`src/rtl/fb_pkg.sv`:
```
// Shared definitions for the framebuffer write arbiter: screen geometry,
// arbiter state encoding and the pixel write record.
package fb_pkg;

   localparam int FB_SCREEN_W = 640;
   localparam int FB_SCREEN_H = 480;
   localparam int FB_PIXELS   = FB_SCREEN_W * FB_SCREEN_H;
   localparam int FB_ADDR_W   = $clog2(FB_PIXELS);

   typedef enum logic [1:0] {
      ST_IDLE       = 2'd0,
      ST_CLEAR      = 2'd1,
      ST_DRAIN_HOLD = 2'd2
   } arb_state_t;

   typedef struct packed {
      logic [FB_ADDR_W-1:0] addr;
      logic                 data;
   } pix_wr_t;

endpackage

```
`src/rtl/fb_write_arbiter_if.sv`:
```
// Bus bundle between the clear sequencer, draw engine, framebuffer write port
// and the arbiter; slave is the arbiter side, master the surrounding logic.
interface fb_write_arbiter_if #(
   parameter int ADDR_WIDTH = fb_pkg::FB_ADDR_W,
   parameter int CNT_WIDTH  = 16
);
   logic                  clr_active;
   logic                  clr_wr_en;
   logic [ADDR_WIDTH-1:0] clr_addr;
   logic                  clr_data;
   logic                  drw_valid;
   logic                  drw_ready;
   logic [ADDR_WIDTH-1:0] drw_addr;
   logic                  drw_data;
   logic                  fb_wr_en;
   logic [ADDR_WIDTH-1:0] fb_addr;
   logic                  fb_data;
   logic                  clr_blocking;
   logic [CNT_WIDTH-1:0]  drop_count;

   modport slave (
      input  clr_active, clr_wr_en, clr_addr, clr_data,
      input  drw_valid, drw_addr, drw_data,
      output drw_ready, fb_wr_en, fb_addr, fb_data, clr_blocking, drop_count
   );

   modport master (
      output clr_active, clr_wr_en, clr_addr, clr_data,
      output drw_valid, drw_addr, drw_data,
      input  drw_ready, fb_wr_en, fb_addr, fb_data, clr_blocking, drop_count
   );
endinterface

```
`src/rtl/fb_draw_fifo.sv`:
```
// Synchronous FIFO buffering draw-engine pixel writes; combinational head read.
module fb_draw_fifo #(
   parameter int WIDTH = 20,
   parameter int DEPTH = 16
) (
   input  logic                     clk,
   input  logic                     reset,
   input  logic                     push,
   input  logic                     pop,
   input  logic [WIDTH-1:0]         din,
   output logic [WIDTH-1:0]         dout,
   output logic                     full,
   output logic                     empty,
   output logic [$clog2(DEPTH):0]   count
);
   localparam int PTR_W = $clog2(DEPTH);

   logic [WIDTH-1:0] mem [DEPTH];
   logic [PTR_W-1:0] wr_ptr;
   logic [PTR_W-1:0] rd_ptr;
   logic [PTR_W:0]   count_q;
   logic             do_push;
   logic             do_pop;

   assign full    = (count_q == (PTR_W+1)'(DEPTH));
   assign empty   = (count_q == '0);
   assign count   = count_q;
   assign dout    = mem[rd_ptr];
   assign do_push = push & ~full;
   assign do_pop  = pop & ~empty;

   // Storage carries no reset; only pointers and occupancy define validity.
   always_ff @(posedge clk) begin
      if (do_push) mem[wr_ptr] <= din;
   end

   always_ff @(posedge clk) begin
      if (reset) begin
         wr_ptr  <= '0;
         rd_ptr  <= '0;
         count_q <= '0;
      end else begin
         if (do_push) wr_ptr <= wr_ptr + 1'b1;
         if (do_pop)  rd_ptr <= rd_ptr + 1'b1;
         case ({do_push, do_pop})
            2'b10:   count_q <= count_q + 1'b1;
            2'b01:   count_q <= count_q - 1'b1;
            default: count_q <= count_q;
         endcase
      end
   end
endmodule

```
`src/rtl/fb_write_arbiter.sv`:
```
// Framebuffer write-port arbiter: clear writes always win, draw writes queue
// in a FIFO and are held off until a clear finishes. Optional out-of-range draw
// filtering is enabled by defining FB_ARB_OOB_FILTER_EN.
//
// state         | meaning
// ST_IDLE       | draw FIFO may pop into the write port
// ST_CLEAR      | clear engine owns the port; FIFO accepts, never pops
// ST_DRAIN_HOLD | one-cycle guard after the last clear write
module fb_write_arbiter
   import fb_pkg::*;
#(
   parameter int SCREEN_WIDTH  = 640,
   parameter int SCREEN_HEIGHT = 480,
   parameter int ADDR_WIDTH    = $clog2(SCREEN_WIDTH*SCREEN_HEIGHT),
   parameter int FIFO_DEPTH    = 16,
   parameter int CNT_WIDTH     = 16
) (
   input  logic                clk,
   input  logic                reset,
   fb_write_arbiter_if.slave   bus
);
   localparam int CW = $clog2(FIFO_DEPTH) + 1;

   arb_state_t          state_q, state_d;
   logic                ready_en_q;
   logic                fb_wr_en_q;
   logic [ADDR_WIDTH-1:0] fb_addr_q;
   logic                fb_data_q;
   logic                clr_blocking_q;

   logic                fifo_full, fifo_empty, fifo_push, fifo_pop;
   logic [ADDR_WIDTH:0] fifo_din, fifo_dout;
   logic [CW-1:0]       fifo_count;
   logic                drw_accept;

   // Ready depends only on registered state, never on drw_valid.
   assign bus.drw_ready = ready_en_q & ~fifo_full;
   assign drw_accept    = bus.drw_valid & bus.drw_ready;
   assign fifo_din      = {bus.drw_addr, bus.drw_data};
   assign fifo_pop      = (state_q == ST_IDLE) & ~bus.clr_wr_en & ~bus.clr_active & ~fifo_empty;

`ifdef FB_ARB_OOB_FILTER_EN
   localparam logic [ADDR_WIDTH:0] PIXELS = (ADDR_WIDTH+1)'(SCREEN_WIDTH*SCREEN_HEIGHT);
   logic                 addr_oob;
   logic [CNT_WIDTH-1:0] drop_q;

   assign addr_oob       = ({1'b0, bus.drw_addr} >= PIXELS);
   assign fifo_push      = drw_accept & ~addr_oob;
   assign bus.drop_count = drop_q;

   always_ff @(posedge clk) begin
      if (reset)                                 drop_q <= '0;
      else if (drw_accept && addr_oob && !(&drop_q)) drop_q <= drop_q + 1'b1;
   end
`else
   assign fifo_push      = drw_accept;
   assign bus.drop_count = {CNT_WIDTH{1'b0}};
`endif

   fb_draw_fifo #(
      .WIDTH (ADDR_WIDTH + 1),
      .DEPTH (FIFO_DEPTH)
   ) u_fifo (
      .clk   (clk),
      .reset (reset),
      .push  (fifo_push),
      .pop   (fifo_pop),
      .din   (fifo_din),
      .dout  (fifo_dout),
      .full  (fifo_full),
      .empty (fifo_empty),
      .count (fifo_count)
   );

   always_comb begin
      state_d = state_q;
      case (state_q)
         ST_IDLE:       if (bus.clr_active || bus.clr_wr_en) state_d = ST_CLEAR;
         ST_CLEAR:      if (!bus.clr_active && !bus.clr_wr_en) state_d = ST_DRAIN_HOLD;
         ST_DRAIN_HOLD: state_d = bus.clr_active ? ST_CLEAR : ST_IDLE;
         default:       state_d = ST_IDLE;
      endcase
   end

   always_ff @(posedge clk) begin
      if (reset) begin
         state_q        <= ST_IDLE;
         ready_en_q     <= 1'b0;
         fb_wr_en_q     <= 1'b0;
         fb_addr_q      <= '0;
         fb_data_q      <= 1'b0;
         clr_blocking_q <= 1'b0;
      end else begin
         state_q        <= state_d;
         ready_en_q     <= 1'b1;
         clr_blocking_q <= (state_d == ST_CLEAR) || (state_d == ST_DRAIN_HOLD);
         if (bus.clr_wr_en) begin
            fb_wr_en_q <= 1'b1;
            fb_addr_q  <= bus.clr_addr;
            fb_data_q  <= bus.clr_data;
         end else if (fifo_pop) begin
            fb_wr_en_q <= 1'b1;
            fb_addr_q  <= fifo_dout[ADDR_WIDTH:1];
            fb_data_q  <= fifo_dout[0];
         end else begin
            fb_wr_en_q <= 1'b0;
         end
      end
   end

   assign bus.fb_wr_en     = fb_wr_en_q;
   assign bus.fb_addr      = fb_addr_q;
   assign bus.fb_data      = fb_data_q;
   assign bus.clr_blocking = clr_blocking_q;

   // Flag and occupancy views of the FIFO must never disagree.
   a_fifo_flags: assert property (@(posedge clk) disable iff (reset)
      (fifo_empty == (fifo_count == '0)) && (fifo_full == (fifo_count == CW'(FIFO_DEPTH))));
endmodule

```
`src/flat_wrapper.sv`:
```
// flat-port wrapper written by rule: the top's interface ports become plain ports
module fb_write_arbiter_flat import fb_pkg::*;
#(
   parameter int SCREEN_WIDTH  = 640,
   parameter int SCREEN_HEIGHT = 480,
   parameter int ADDR_WIDTH    = $clog2(SCREEN_WIDTH*SCREEN_HEIGHT),
   parameter int FIFO_DEPTH    = 16,
   parameter int CNT_WIDTH     = 16
)
  (clk, reset, bus_clr_active, bus_clr_wr_en, bus_clr_addr, bus_clr_data, bus_drw_valid, bus_drw_addr, bus_drw_data, bus_drw_ready, bus_fb_wr_en, bus_fb_addr, bus_fb_data, bus_clr_blocking, bus_drop_count);
  fb_write_arbiter_if #(.ADDR_WIDTH(ADDR_WIDTH), .CNT_WIDTH(CNT_WIDTH)) bus_i ();
  input  logic clk;
  input  logic reset;
  input wire logic [$bits(bus_i.clr_active)-1:0] bus_clr_active;
  input wire logic [$bits(bus_i.clr_wr_en)-1:0] bus_clr_wr_en;
  input wire logic [$bits(bus_i.clr_addr)-1:0] bus_clr_addr;
  input wire logic [$bits(bus_i.clr_data)-1:0] bus_clr_data;
  input wire logic [$bits(bus_i.drw_valid)-1:0] bus_drw_valid;
  input wire logic [$bits(bus_i.drw_addr)-1:0] bus_drw_addr;
  input wire logic [$bits(bus_i.drw_data)-1:0] bus_drw_data;
  output wire logic [$bits(bus_i.drw_ready)-1:0] bus_drw_ready;
  output wire logic [$bits(bus_i.fb_wr_en)-1:0] bus_fb_wr_en;
  output wire logic [$bits(bus_i.fb_addr)-1:0] bus_fb_addr;
  output wire logic [$bits(bus_i.fb_data)-1:0] bus_fb_data;
  output wire logic [$bits(bus_i.clr_blocking)-1:0] bus_clr_blocking;
  output wire logic [$bits(bus_i.drop_count)-1:0] bus_drop_count;
  assign bus_i.clr_active = bus_clr_active;
  assign bus_i.clr_wr_en = bus_clr_wr_en;
  assign bus_i.clr_addr = bus_clr_addr;
  assign bus_i.clr_data = bus_clr_data;
  assign bus_i.drw_valid = bus_drw_valid;
  assign bus_i.drw_addr = bus_drw_addr;
  assign bus_i.drw_data = bus_drw_data;
  assign bus_drw_ready = bus_i.drw_ready;
  assign bus_fb_wr_en = bus_i.fb_wr_en;
  assign bus_fb_addr = bus_i.fb_addr;
  assign bus_fb_data = bus_i.fb_data;
  assign bus_clr_blocking = bus_i.clr_blocking;
  assign bus_drop_count = bus_i.drop_count;
  fb_write_arbiter #(.SCREEN_WIDTH(SCREEN_WIDTH), .SCREEN_HEIGHT(SCREEN_HEIGHT), .ADDR_WIDTH(ADDR_WIDTH), .FIFO_DEPTH(FIFO_DEPTH), .CNT_WIDTH(CNT_WIDTH)) u_core (.clk(clk), .reset(reset), .bus(bus_i));
endmodule
```
`config.mk`:
```
export PLATFORM = sky130hd
export DESIGN_NAME = fb_write_arbiter_flat
export DESIGN_NICKNAME = d
export VERILOG_FILES = /design/src/rtl/fb_pkg.sv /design/src/rtl/fb_write_arbiter_if.sv /design/src/rtl/fb_draw_fifo.sv /design/src/rtl/fb_write_arbiter.sv /design/src/flat_wrapper.sv
export SDC_FILE = /design/constraint.sdc
export NUM_CORES = 1
export LEC_CHECK = 0
export CAP_MARGIN = 20
export CORE_MARGIN = 2
export CORE_UTILIZATION = 50
export CTS_CLUSTER_DIAMETER = 50
export DETAILED_ROUTE_END_ITERATION = 8
export PLACE_DENSITY = 0.75
export SYNTH_ARGS = -nofsm -noshare
export SYNTH_HDL_FRONTEND = slang
export SYNTH_SLANG_ARGS = --single-unit
```
`constraint.sdc`:
```
create_clock -name clk -period 4.1 [get_ports clk]
set_input_delay 0.615 -clock clk [delete_from_list [all_inputs] [get_ports clk]]
set_output_delay 0.615 -clock clk [all_outputs]
set_load 0.03 [all_outputs]
```
== Yosys cells after proc, flatten, opt, wreduce, memory -nomap -nowiden ==
Memory sizes are Yosys's and may differ from the RTL's. A register that Yosys moved wholly into a read port is not among the register bits.
Cells that the tools add are included.

* Memory bits (writable): 320
* Register bits: 38
* Output and inout port bits: 39
* Word-level logic and storage cells: 57
* Latch bits: 0
* Memory bits (read-only): 0
* Memories kept: 1
* Input port bits: 45

{| class="wikitable"
|+ Memories
! name !! words !! bits a word !! read ports !! clocked after Yosys merged registers in !! write ports !! RTL line !! RTL
|-
| u_core.u_fifo.mem || 16 || 20 || 1 || 1 || 1 || fb_draw_fifo.sv:18 || <nowiki>logic [WIDTH-1:0] mem [DEPTH];</nowiki>
|}

* Multiplexer cells: 16
* $mul: 0
* Divide/modulo/power cells: 0
* Equal/unequal tests: 7
* Bitwise gates (word level): 11
* Order comparisons: 0
* Shifts and indexed selects: 0
* Add/sub/neg operators: 4
* Reductions and logical operators: 9

{| class="wikitable"
|+ Operator list
! operator !! number
|-
| 2-to-1 mux 19 bit || 2
|-
| one-hot mux 5 bit (2 select lines) || 1
|-
| adder 4 x 1 -> 4 bit (second input constant) || 2
|-
| 2-to-1 mux 1 bit || 8
|-
| 2-to-1 mux 4 bit || 2
|-
| AND 1 bit || 7
|-
| == test 2 x 1 -> 1 bit (second input constant) || 3
|-
| == test 2 bit (second input constant) || 3
|-
| one-hot mux 2 bit (3 select lines) || 1
|-
| adder 5 x 1 -> 5 bit (second input constant) || 1
|-
| == test 5 bit (second input constant) || 1
|-
| zero test 5 bit || 1
|-
| subtractor 5 x 1 -> 5 bit (second input constant) || 1
|-
| 2-to-1 mux 2 bit || 2
|-
| inverter 1 bit || 4
|-
| nonzero test 2 bit || 2
|-
| zero test 1 bit || 2
|-
| zero test 2 bit || 1
|-
| logical OR 1 bit || 2
|-
| logical AND 1 bit || 1
|}

== Logic depth before layout (Yosys ltp) ==
* Word-level depth: 7
* Depth in mapped cells: 13
* Depth with buffers taken out: 11

== By module ==
From an unflattened synthesis, not the netlist that was laid out.

* Cell total of the unflattened synthesis: 770
* Area total of the unflattened synthesis: 14,477.6 µm²

{| class="wikitable"
|+ By module, submodules not included
! module !! cells an instance !! times used !! area each (µm²) !! sequential area each (µm²)
|-
| fb_draw_fifo || 616 || 1 || 12,974.9 || 9,949.5
|-
| fb_write_arbiter || 154 || 1 || 1,502.7 || 500.5
|}

== Worst setup path after synthesis ==
No wires, ideal clock.

* Path type: in2reg
* From: in bus_clr_active
* To: reg u_core.u_fifo.count_q[4] (netlist: u_core.u_fifo.count[4])
* Data arrival time: 2.954 ns
* Required time: 3.972 ns
* Cell stages on the path: 12
* Buffers on the path: 1
* Library setup time: 0.128 ns
* Setup slack: 1.018 ns
* Cell sequence: or3_1 -> a211o_1 -> inv_2 -> ha_1 -> clkbuf_1 -> xor2_1 -> ha_1 -> or3b_2 -> a21oi_1 -> o21ai_0 -> xnor2_1 -> nor2_1

* Cells in the longest elaborated chain, start to end: 6
* Elaborated cells on any way between the ends: 8
* Those cells by class: eq/ne: 2; mux: 1; bitwise: 4; reduce/logical: 1

{| class="wikitable"
|+ Ends and longest elaborated chain
! item !! RTL line !! RTL
|-
| from (decl) || flat_wrapper.sv:14 || <nowiki>input wire logic [$bits(bus_i.clr_active)-1:0] bus_clr_active;</nowiki>
|-
| inverter 1 bit (*) || fb_write_arbiter.sv:40 || <nowiki>assign fifo_pop = (state_q == ST_IDLE) & ~bus.clr_wr_en & ~bus.clr_active & ~fifo_empty;</nowiki>
|-
| AND 1 bit (*) (2 in a row) || fb_write_arbiter.sv:40 ||
|-
| AND 1 bit (*) || fb_draw_fifo.sv:30 || <nowiki>assign do_pop = pop & ~empty;</nowiki>
|-
| net u_core.u_fifo.do_pop || fb_draw_fifo.sv:23 || <nowiki>logic do_pop;</nowiki>
|-
| == test 2 x 1 -> 1 bit or == test 2 bit (tied branches) || fb_draw_fifo.sv:45 || <nowiki>case ({do_push, do_pop})</nowiki>
|-
| one-hot mux 5 bit (2 select lines) or nonzero test 2 bit (tied branches) || - ||
|-
| to (signal assigned) || fb_draw_fifo.sv:46 || <nowiki>2'b10: count_q <= count_q + 1'b1;</nowiki>
|-
| to (signal assigned) || fb_draw_fifo.sv:47 || <nowiki>2'b01: count_q <= count_q - 1'b1;</nowiki>
|-
| to (signal assigned) || fb_draw_fifo.sv:48 || <nowiki>default: count_q <= count_q;</nowiki>
|-
| to (decl) || fb_draw_fifo.sv:21 || <nowiki>logic [PTR_W:0] count_q;</nowiki>
|}

The timed path passes the listed nets; every way through them passes the cells marked *.
A chain may end at the register's enable or synchronous reset.

== Final worst setup path ==
* From: reg u_core.u_fifo.count_q[2] (netlist: u_core.u_fifo.count[2])
* To: reg u_core.u_fifo.count_q[4] (netlist: u_core.u_fifo.count[4])

* Cells in the longest elaborated chain, start to end: 7
* Elaborated cells on any way between the ends: 15
* Those cells by class: add/sub: 2; eq/ne: 3; mux: 1; bitwise: 7; reduce/logical: 2

{| class="wikitable"
|+ Ends and longest elaborated chain
! item !! RTL line !! RTL
|-
| == test 5 bit || fb_draw_fifo.sv:25 || <nowiki>assign full = (count_q == (PTR_W+1)'(DEPTH));</nowiki>
|-
| inverter 1 bit || fb_draw_fifo.sv:29, fb_write_arbiter.sv:37 ||
|-
| AND 1 bit || fb_write_arbiter.sv:37 || <nowiki>assign bus.drw_ready = ready_en_q & ~fifo_full;</nowiki>
|-
| AND 1 bit || fb_write_arbiter.sv:38 || <nowiki>assign drw_accept = bus.drw_valid & bus.drw_ready;</nowiki>
|-
| AND 1 bit || fb_draw_fifo.sv:29 || <nowiki>assign do_push = push & ~full;</nowiki>
|-
| == test 2 x 1 -> 1 bit or == test 2 bit (tied branches) || fb_draw_fifo.sv:45 ||
|-
| one-hot mux 5 bit (2 select lines) or nonzero test 2 bit (tied branches) || - ||
|}

Several ways; a longest one is shown, not always the timed one.

==> flow_summary.yaml <==
power_and_ir_drop:
  p_leak_nw: 5.25
  peakVddDrop_mv: 0.251
  p_per_area_nw_per_um2: 473
synthesis:
  ys.flop_type: "edfxtp_1"
  ys_ff_latch: 362
  synth_edf_count: 320
  synth_adder_area_share_pct: 0.712
  synthMuxAreaShare_pct: 13.0
  synth-compound-area-share_pct: 4.73
  synth_simple_gate_area_share_pct: 3.95
  syn_area_per_cell_um2: 19.4
  synthCells: 724
  synth_top_family_by_area: "multiplexers"
  synth-xor-area-share_pct: 0.623
  ys_types: 43
  yosys_warnings: 0
  synthesis.area_um2: 14100
  synth-async-reset-ratio_pct: 0
  yosysSeqAreaShare_pct: 74.4
clocking:
  cts.repair.resized: 0
  cts_sinks: 362
  cts_tree: "done"
  cts_buffers: 38
  post-cts-setup-buffers: 0
  clock_latency_ps: 520
  clockBufferDepth: 3
  cts.clk_slew.worst_paths_ps: 60
  cts_max_level: 2
  ctsRootBufferMaster: "clkbuf_16"
  postCtsHoldBufs: 0
die:
  die_w_um: 172
  start_util_pct: 50.7
  die-area_um2: 29500
  io_pins: 84
  core_area_um2: 27700
  die_h_um: 172
  rows: 61
sta:
  worst_pin_slew_ps: 1120
  drv_slew: 0
  tns_ps: 0
  finalHoldViolations: 0
  min_period_ps: 3190
  setup_viol: 0
  finClkSkew_ps: 24.3
  fmax_mhz: 313
  rsz0062_at_grt: "false"
  max_slew_margin_pct: 25.5
  finalCritPeriodShare_pct: 77.8
drt:
  final_antenna_net_count: 0
  drc: 0
  viasPerCell: 5.84
  wl_per_cell_um: 24.0
  routed_wl_um: 29500
  vias: 7188
  drt_iter0_markers: 772
  drt-pass1-iter-count: 4
global_route:
  antenna_found_initial: 0
  overflow: 0
  grt_start_max_net_pins: 71
  grtUsageTotal_pct: 20.9
  grt_pass1_wl_um: 44800
  grt_pass1_vias: 7315
final_layout:
  antenna_cells: 0
  fill_cells: 1970
  stdcell_count: 1231
  drive_gt1_share_pct: 20.3
  final_area_um2: 16400
  num-nets-final: 878
  syn2layout_area_growth_pct: 16.9
run:
  max_cap_violations: 0
placed_design:
  hpwl_um: 17600
  post_dp_cell_area_um2: 15200
  dp_cells: 1163
  numPortBuffers: 67
  gp_congestion: 0.759
setup_path:
  worstPathArrival_ps: 3600
  crit_fanout: 10
  cp.required_ps: 4510
  worstSetupEndpointType: "register"
  worst-setup-path-type: "register to register"
  setup.worst_path.start_class: "register"
hold_path:
  hold_path_class: "register to register"
status:
  status: "complete, no violations"
==> power breakdown <==
group          switching (mW)  internal [mW]
logic                   0.220          0.178
clock network            1.33           1.96
registers              0.0316           4.05
total                    1.58           6.19
==> cells in the mapped netlist (2+ instances only) <==
cell type	number	area share, %
xor2_1	7	0.44
clkbuf_1	22	0.59
buf_2	8	0.28
xnor2_1	3	0.19
mux4_2	78	12
nor2b_1	23	1.0
and2_1	17	0.76
ha_1	8	0.71
buf_6	5	0.40
nor3_1	21	0.75
a21oi_1	29	1.0
nor2_1	18	0.48
or3_1	2	0.089
edfxtp_1	320	68
o21ai_0	2	0.071
a22oi_1	40	2.1
dfxtp_1	42	6.0
o21bai_1	2	0.11
a211oi_1	20	1.1
buf_4	20	1.1
inv_1	7	0.19
mux4_1	2	0.37
nand4_1	2	0.089
nand2_1	5	0.13
nand2b_1	2	0.089
nor3b_1	2	0.11
==> flip-flops by register name (all words and copies together) (netlist names), named ones only <==
name	flops
u_core.bus.clr_blocking	1
u_core.bus.fb_addr	19
u_core.bus.fb_data	1
u_core.bus.fb_wr_en	1
u_core.ready_en_q	1
u_core.state_q	2
u_core.u_fifo.count	5
u_core.u_fifo.mem	320
u_core.u_fifo.rd_ptr	4
u_core.u_fifo.wr_ptr	4
==> path summary, 6_finish.rpt <==
path | start | depth (start not counted) | endpoint | slack [ps]
min reg2reg | u_core.state_q[0]$_SDFF_PP0_ | 1 | u_core.state_q[1]$_SDFF_PP0_ | 500
min | u_core.state_q[0]$_SDFF_PP0_ | 1 | u_core.state_q[1]$_SDFF_PP0_ | 500
max | u_core.u_fifo.count[2]$_SDFFE_PP0P_ | 11 | u_core.u_fifo.count[4]$_SDFFE_PP0P_ | 910
max reg2reg | u_core.u_fifo.count[2]$_SDFFE_PP0P_ | 11 | u_core.u_fifo.count[4]$_SDFFE_PP0P_ | 910
==> area by class of cell <==
type                    instances  area [um^2]  area share [%]
clock buffers                  53         1040            6.32
clock inverters                15          153           0.929
inverters                       8         30.0           0.183
multi-input cells             313         3310            20.1
flip-flops and latches        362        10500            63.7
well taps                     378          473            2.88
repair buffers                102          971            5.91
==> worst max-delay path, stage by stage, from the launching register on <==
cell	delay, ps
dfxtp_1	510
nor4_2	120
a211oi_2	560
inv_1	210
ha_1	370
xor2_1	180
ha_1	240
or3b_2	450
a21oi_1	130
o21ai_0	110
xnor2_1	140
nor2_1	50
==> layout by cell type (no fill, tap or decap), types with 3 or more instances in the layout <==
cell type,netlist,routed
edfxtp_1,320,320
mux4_2,78,78
clkdlybuf4s50_1,0,67
a22oi_1,40,40
dfxtp_1,42,40
clkbuf_16,0,39
buf_4,20,32
a21oi_1,29,29
nor3_1,21,21
nor2b_1,23,21
a211oi_1,20,20
and2_1,17,17
nor2_1,18,17
conb_1,1,16
clkbuf_1,22,13
ha_1,8,8
inv_1,7,7
xor2_1,7,7
clkinv_1,0,6
nand2_1,5,5
xnor2_1,3,3
bufinv_16,0,3
clkinv_2,0,3
buf_12,0,3
==> metrics by stage <==
| step | setup slack, ps | util [%] | power (mW) | hold slack (ps) |
|---|---|---|---|---|
| floorplan | 1020 | - | 4.41 | 468 |
| global placement | 545 | 55.0 | 4.55 | 483 |
| detailed placement | 514 | 55.0 | 4.56 | 498 |
| CTS | 940 | 59.3 | 7.83 | 508 |
| global route | 658 | 59.3 | 8.02 | 528 |
| finish | 908 | 59.3 | 7.77 | 502 |
==> logic make-up after synthesis <==
group,Yosys count
multiplexers,82
flip-flops,362
XOR/XNOR,10
AO/OA/AOI/OAI,98
adder cells (fa/ha/maj),8
AND/OR/NAND/NOR,99
buffers and inverters,64
other,1
==> layer usage <==
metal / up-vias / part of all wire (%) / wire (um) / GRT usage (%)
met4: 0 / 2.3 / 691 / 6.23
met3: 54 / 9.0 / 2650 / 4.49
li1: 3109 / - / - / -
met1: 3680 / 43 / 12700 / 30.8
met5: - / 0 / 0 / 0
met2: 345 / 46 / 13500 / 31.8
Note: power is estimated with default switching activity, not from simulation.
==> edit 1 (same settings) <==
The option `FB_ARB_OOB_FILTER_EN` is turned on by a define.
--- a/src/rtl/fb_write_arbiter.sv
+++ b/src/rtl/fb_write_arbiter.sv
@@ -6,6 +6,8 @@
 // ST_IDLE       | draw FIFO may pop into the write port
 // ST_CLEAR      | clear engine owns the port; FIFO accepts, never pops
 // ST_DRAIN_HOLD | one-cycle guard after the last clear write
+`define FB_ARB_OOB_FILTER_EN
+
 module fb_write_arbiter
    import fb_pkg::*;
 #(
Formal check against the unedited RTL: not equivalent (a bounded check fails within 4 cycles, from zero or initial values and one cycle with reset high).
==> edit 1 against the original RTL <==
Worst hold slack lost 16 ps. Routed wire length grew 8.4%. Largest power group unchanged. Critical path type is now input port to flop. Sequential cell count grew 16. Power grew 2.9%. Setup slack lost 260 ps. Synthesized area grew 4.4%. Sequential share of layout area shrank 2.3 points. Final area grew 7.0%.
==> edit 1: results (changes against the original RTL) <==
Vias per Instance=5.97 (+2.2%); Commonest cells post-synth=edfxtp_1, mux4_2, dfxtp_1, nor2_1, mux2i_1; First DRT Iteration DRCs=833 (+7.9%); Hold Startpoint=u_core.bus.fb_addr[13]$_SDFFE_PP0P_; Worst IR Drop VDD=0.459 mV (+83%); Max FO, Critical Path=8 (-2); GRT Resource Usage Total=21.2% (+0.23 points); leakage power=5.56 nW (+5.9%); sequential share of power=52.8% (+0.3 points); # fillers=2,000 (+1.5%); first-pass GRT wire length=48.0 mm (+7.1%); Reg2Reg Depth=12 (+1); vias after detailed routing=7,806 (+8.6%); I/O Buffers=83 (+24%); status=completed; vias in the first global route=8,106 (+11%); Syn Area/Cell=19.2 sq um (-1.3%); Seq/Total Area, Yosys=73.4% (-0.96 points); Clock Power=0.00344 W (+5%); data arrival time of the critical path=3860 ps (+260 ps); HPWL after DPL=19.1 mm (+8.4%); final wirelength=32.0 mm (+8.4%); sw power=0.00165 W (+4.4%); clk_skew=14.9 ps (-9.33 ps); FF-to-FF Start=u_core.u_fifo.count[1]$_SDFFE_PP0P_; First-pass DRT Iterations=5 (+1); worst slew pin tran=1040 ps (-75.2 ps); TritonCTS Buffers=40 (+5.3%); layout cells sized above 1=24.4% (+4.1 points); routability cong.=0.780 (+2.8%)
-- edit 1: changes by cell type in the layout (fill, tap and decap cells not counted), moves of 18 or more --
cell     delta
nor2b_1    -18
o22ai_1    +20
nor3_1     -20
a22oi_1    -39
a221o_1    +20
mux2i_1    +22
-- edit 1: cell type report --
class / instances / area (sq um) / area share, %
tap: 384 / 480 / 2.73
clock buffer: 52 / 1110 / 6.31
multi-input combinational: 334 / 3700 / 21.0
inverter: 7 / 26.3 / 0.149
clock inverter: 22 / 163 / 0.925
sequential: 378 / 10800 / 61.3
timing repair buffer: 131 / 1320 / 7.53
-- edit 1: through the flow --
| step | hold WS, ps | setup WS (ps) | cell area (sq um) | power [W] |
|---|---|---|---|---|
| 2_1_floorplan | 485 | 582 | 14700 | 0.00447 |
| 3_3_place_gp | 468 | 223 | 16300 | 0.00463 |
| 3_5_place_dp | 473 | 194 | 16300 | 0.00464 |
| 4_1_cts | 489 | 676 | 17600 | 0.00806 |
| 5_1_grt | 497 | 447 | 17600 | 0.00824 |
| 6_report | 486 | 650 | 17600 | 0.00800 |
-- edit 1: worst max path at each step --
stage,startpoint,endpoint,slack [ps],cells after the start
finish,bus_drw_addr[16],u_core.u_fifo.count[4]$_SDFFE_PP0P_,650,14
detailed placement,bus_drw_addr[16],u_core.u_fifo.count[4]$_SDFFE_PP0P_,190,14
CTS,bus_drw_addr[16],u_core.u_fifo.count[4]$_SDFFE_PP0P_,680,14
global placement,bus_drw_addr[16],u_core.u_fifo.count[4]$_SDFFE_PP0P_,220,14
floorplan,bus_drw_addr[15],u_core.u_fifo.mem[0][0]$_DFFE_PP_,580,6
global route,bus_drw_addr[16],u_core.u_fifo.count[4]$_SDFFE_PP0P_,450,14
-- edit 1: logic make-up (layout without fill, tap and decap cells) --
| group | Yosys count | in the layout | share of synthesized area, % |
|---|---|---|---|
| DFF | 378 | 378 | 73.4 |
| muxes | 105 | 105 | 14.0 |
| AOI/OAI and AO/OA | 104 | 104 | 5.35 |
| and+or+nand+nor | 101 | 101 | 3.75 |
| buffers and inverters | 54 | 212 | 1.82 |
| xor gates and xnor gates | 14 | 14 | 0.836 |
| adders and majority gates | 10 | 10 | 0.853 |
-- edit 1: critical path: stages --
cell and delay (ps):
clkdlybuf4s50_1 570, a211o_1 340, o21ai_0 250, buf_4 180, and2_2 200, inv_1 80, ha_1 220, xor2_1 150
ha_1 230, o21a_1 170, o21ai_0 170, nand2b_1 90, a211oi_1 250, mux2_2 350
-- edit 1: metal layers --
metal	vias to the layer above	GRT usage, %	wire [microns]
li1	3411	-	-
met1	4013	28.3	12800
met2	328	33.8	15600
met3	54	5.37	2630
met4	0	7.99	943
met5	-	0	0
==> edit 2 (config.mk and constraints unchanged) <==
Without the edit above. The 3 states of `arb_state_t` get a one-hot encoding in 3 bits.
--- a/src/rtl/fb_pkg.sv
+++ b/src/rtl/fb_pkg.sv
@@ -7,10 +7,10 @@
    localparam int FB_PIXELS   = FB_SCREEN_W * FB_SCREEN_H;
    localparam int FB_ADDR_W   = $clog2(FB_PIXELS);
 
-   typedef enum logic [1:0] {
-      ST_IDLE       = 2'd0,
-      ST_CLEAR      = 2'd1,
-      ST_DRAIN_HOLD = 2'd2
+   typedef enum logic [2:0] {
+      ST_IDLE       = 3'b001,
+      ST_CLEAR      = 3'b010,
+      ST_DRAIN_HOLD = 3'b100
    } arb_state_t;
 
    typedef struct packed {
Formal check against the unedited RTL: same outputs for any inputs over 4 cycles, from zero or initial values and one cycle with reset high; so few cycles prove little.
==> edit 2 against the original RTL <==
Setup slack got worse by 92 ps. Final area increased by 2.5%. Synthesized area increased by 3.1%. Power increased by 0.18%. Synthesized cell count increased by 1.5%. Critical path type unchanged. Critical endpoint unchanged. Sequential share of layout area decreased by 1.4 points. Sequential cell count increased by 1. Clock power about the same. Routed wire length increased by 2.6%. Critical path depth decreased by 1. Largest power group unchanged.
==> edit 2: results (changes against the original RTL) <==
GRT Resource Usage Total=20.2% (-0.77 points); HPWL after DPL=17.8 mm (+1.2%); Slew HR=39.7% (+14 points); H-tree depth=2 (unchanged); clk_skew=11.3 ps (-12.9 ps); Crit path largest cell delay=600 ps (+40 ps); CP top delay family=simple AND/OR/NAND/NOR gates; CP max-delay cell=or4_4; Reg2Reg Depth=10 (-1); largest net degree at the start of global routing=47 (-34%); fraction of registers with async set/reset=0% (unchanged); Distinct cells, synth=45 (+4.7%); vias after detailed routing=7,211 (+0.32%); number of flip-flops in the largest register=320 (unchanged); clk slew on worst S/H paths=60 ps (about the same); status=completed; layout cells sized above 1=27.0% (+6.7 points); Hold Path Stages=2 (+1); Hold Startpoint=u_core.u_fifo.rd_ptr[3]$_SDFFE_PP0P_; pre-CTS setup slack=382 ps (-132 ps); vias in the first global route=7,289 (-0.36%); Final nets=879 (+0.11%); sw power=0.00164 W (+3.6%); Seq/Total Area, Yosys=72.2% (-2.1 points); final wirelength=30.3 mm (+2.6%); leakage power=5.47 nW (+4.2%); First-pass DRT Iterations=5 (+1); # fillers=2,031 (+3.1%); first-pass GRT wire length=45.4 mm (+1.2%); R2R Setup Slk=820 ps (-90 ps); initial antenna violation count=2 (+2); First DRT Iteration DRCs=726 (-6.0%); critical path startpoint=u_core.u_fifo.count[1]$_SDFFE_PP0P_; Commonest cells post-synth=edfxtp_1, mux4_2, dfxtp_1, inv_1, nor2_1; Max FO, Critical Path=8 (-2); routability cong.=0.765 (+0.75%); FF-to-FF Start=u_core.u_fifo.count[1]$_SDFFE_PP0P_; Synth area leaders=edfxtp_1, mux4_2, dfxtp_1, a221oi_2, mux2_2; Worst IR Drop VDD=0.303 mV (+21%)
-- edit 2: changes by cell type in the layout (fill, tap and decap cells not counted), moves of 20 or more --
cell / change
a211oi_1: -20
o211a_1: +20
mux2i_1: +22
nor3_1: -20
inv_1: +21
or3_1: +21
a22oi_1: -40
mux2_2: +21
a21oi_1: -20
-- edit 2: cell type report --
cell class / instances / share of cell area [%]
Tap cell: 384 / 2.85
Inverter: 28 / 0.624
Sequential cell: 363 / 62.2
Multi-Input combinational cell: 302 / 21.8
Antenna cell: 1 / 0.0149
Clock inverter: 23 / 0.870
Timing Repair Buffer: 93 / 5.26
Clock buffer: 47 / 6.35
-- edit 2: worst min-delay path, cell delays in order (launching register included) --
cell and delay [ps]:
dfxtp_1 300, o21ai_0 60, a21oi_1 70
-- edit 2: kinds of logic after synthesis --
family                     synth area share (%)
AOI/OAI and AO/OA                          4.71
xor gates and xnor gates                  0.423
adders and majority gates                 0.691
buffers and inverters                      3.31
DFF                                        72.2
muxes                                      15.7
other                                    0.0259
and+or+nand+nor                            2.88
-- edit 2: per-layer routing --
| layer | vias to the layer above | global-route usage [%] | wire, microns |
|---|---|---|---|
| li1 | 3131 | - | - |
| met1 | 3771 | 28.0 | 12600 |
| met2 | 270 | 32.7 | 14800 |
| met3 | 39 | 4.46 | 2270 |
| met4 | 0 | 5.11 | 546 |
| met5 | - | 0 | 0 |
-- edit 2: through the flow --
stage	std cells	instance area, sq um	hold WS, ps
floorplan	750	14600	459
global placement	1170	15600	462
detailed placement	1170	15600	477
CTS	1240	16800	491
global route	1240	16800	507
finish	1241	16800	482
-- edit 2: power groups by stage --
stage	registers [W]	logic, W	clock network (W)
after floorplan	0.00420	0.000201	0
after global placement	0.00418	0.000390	0
after detailed placement	0.00418	0.000400	0
after CTS	0.00410	0.000402	0.00333
after global routing	0.00410	0.000430	0.00347
final	0.00410	0.000401	0.00329
-- edit 2: worst max-delay path by stage --
stage / end / depth (start not counted) / slack (ps)
2_1_floorplan: u_core.u_fifo.count[4]$_SDFFE_PP0P_ / 13 / 910
3_3_place_gp: u_core.u_fifo.count[4]$_SDFFE_PP0P_ / 11 / 510
3_5_place_dp: u_core.u_fifo.count[4]$_SDFFE_PP0P_ / 11 / 380
4_1_cts: u_core.u_fifo.count[4]$_SDFFE_PP0P_ / 10 / 860
5_1_grt: u_core.u_fifo.count[4]$_SDFFE_PP0P_ / 10 / 640
6_report: u_core.u_fifo.count[4]$_SDFFE_PP0P_ / 10 / 820
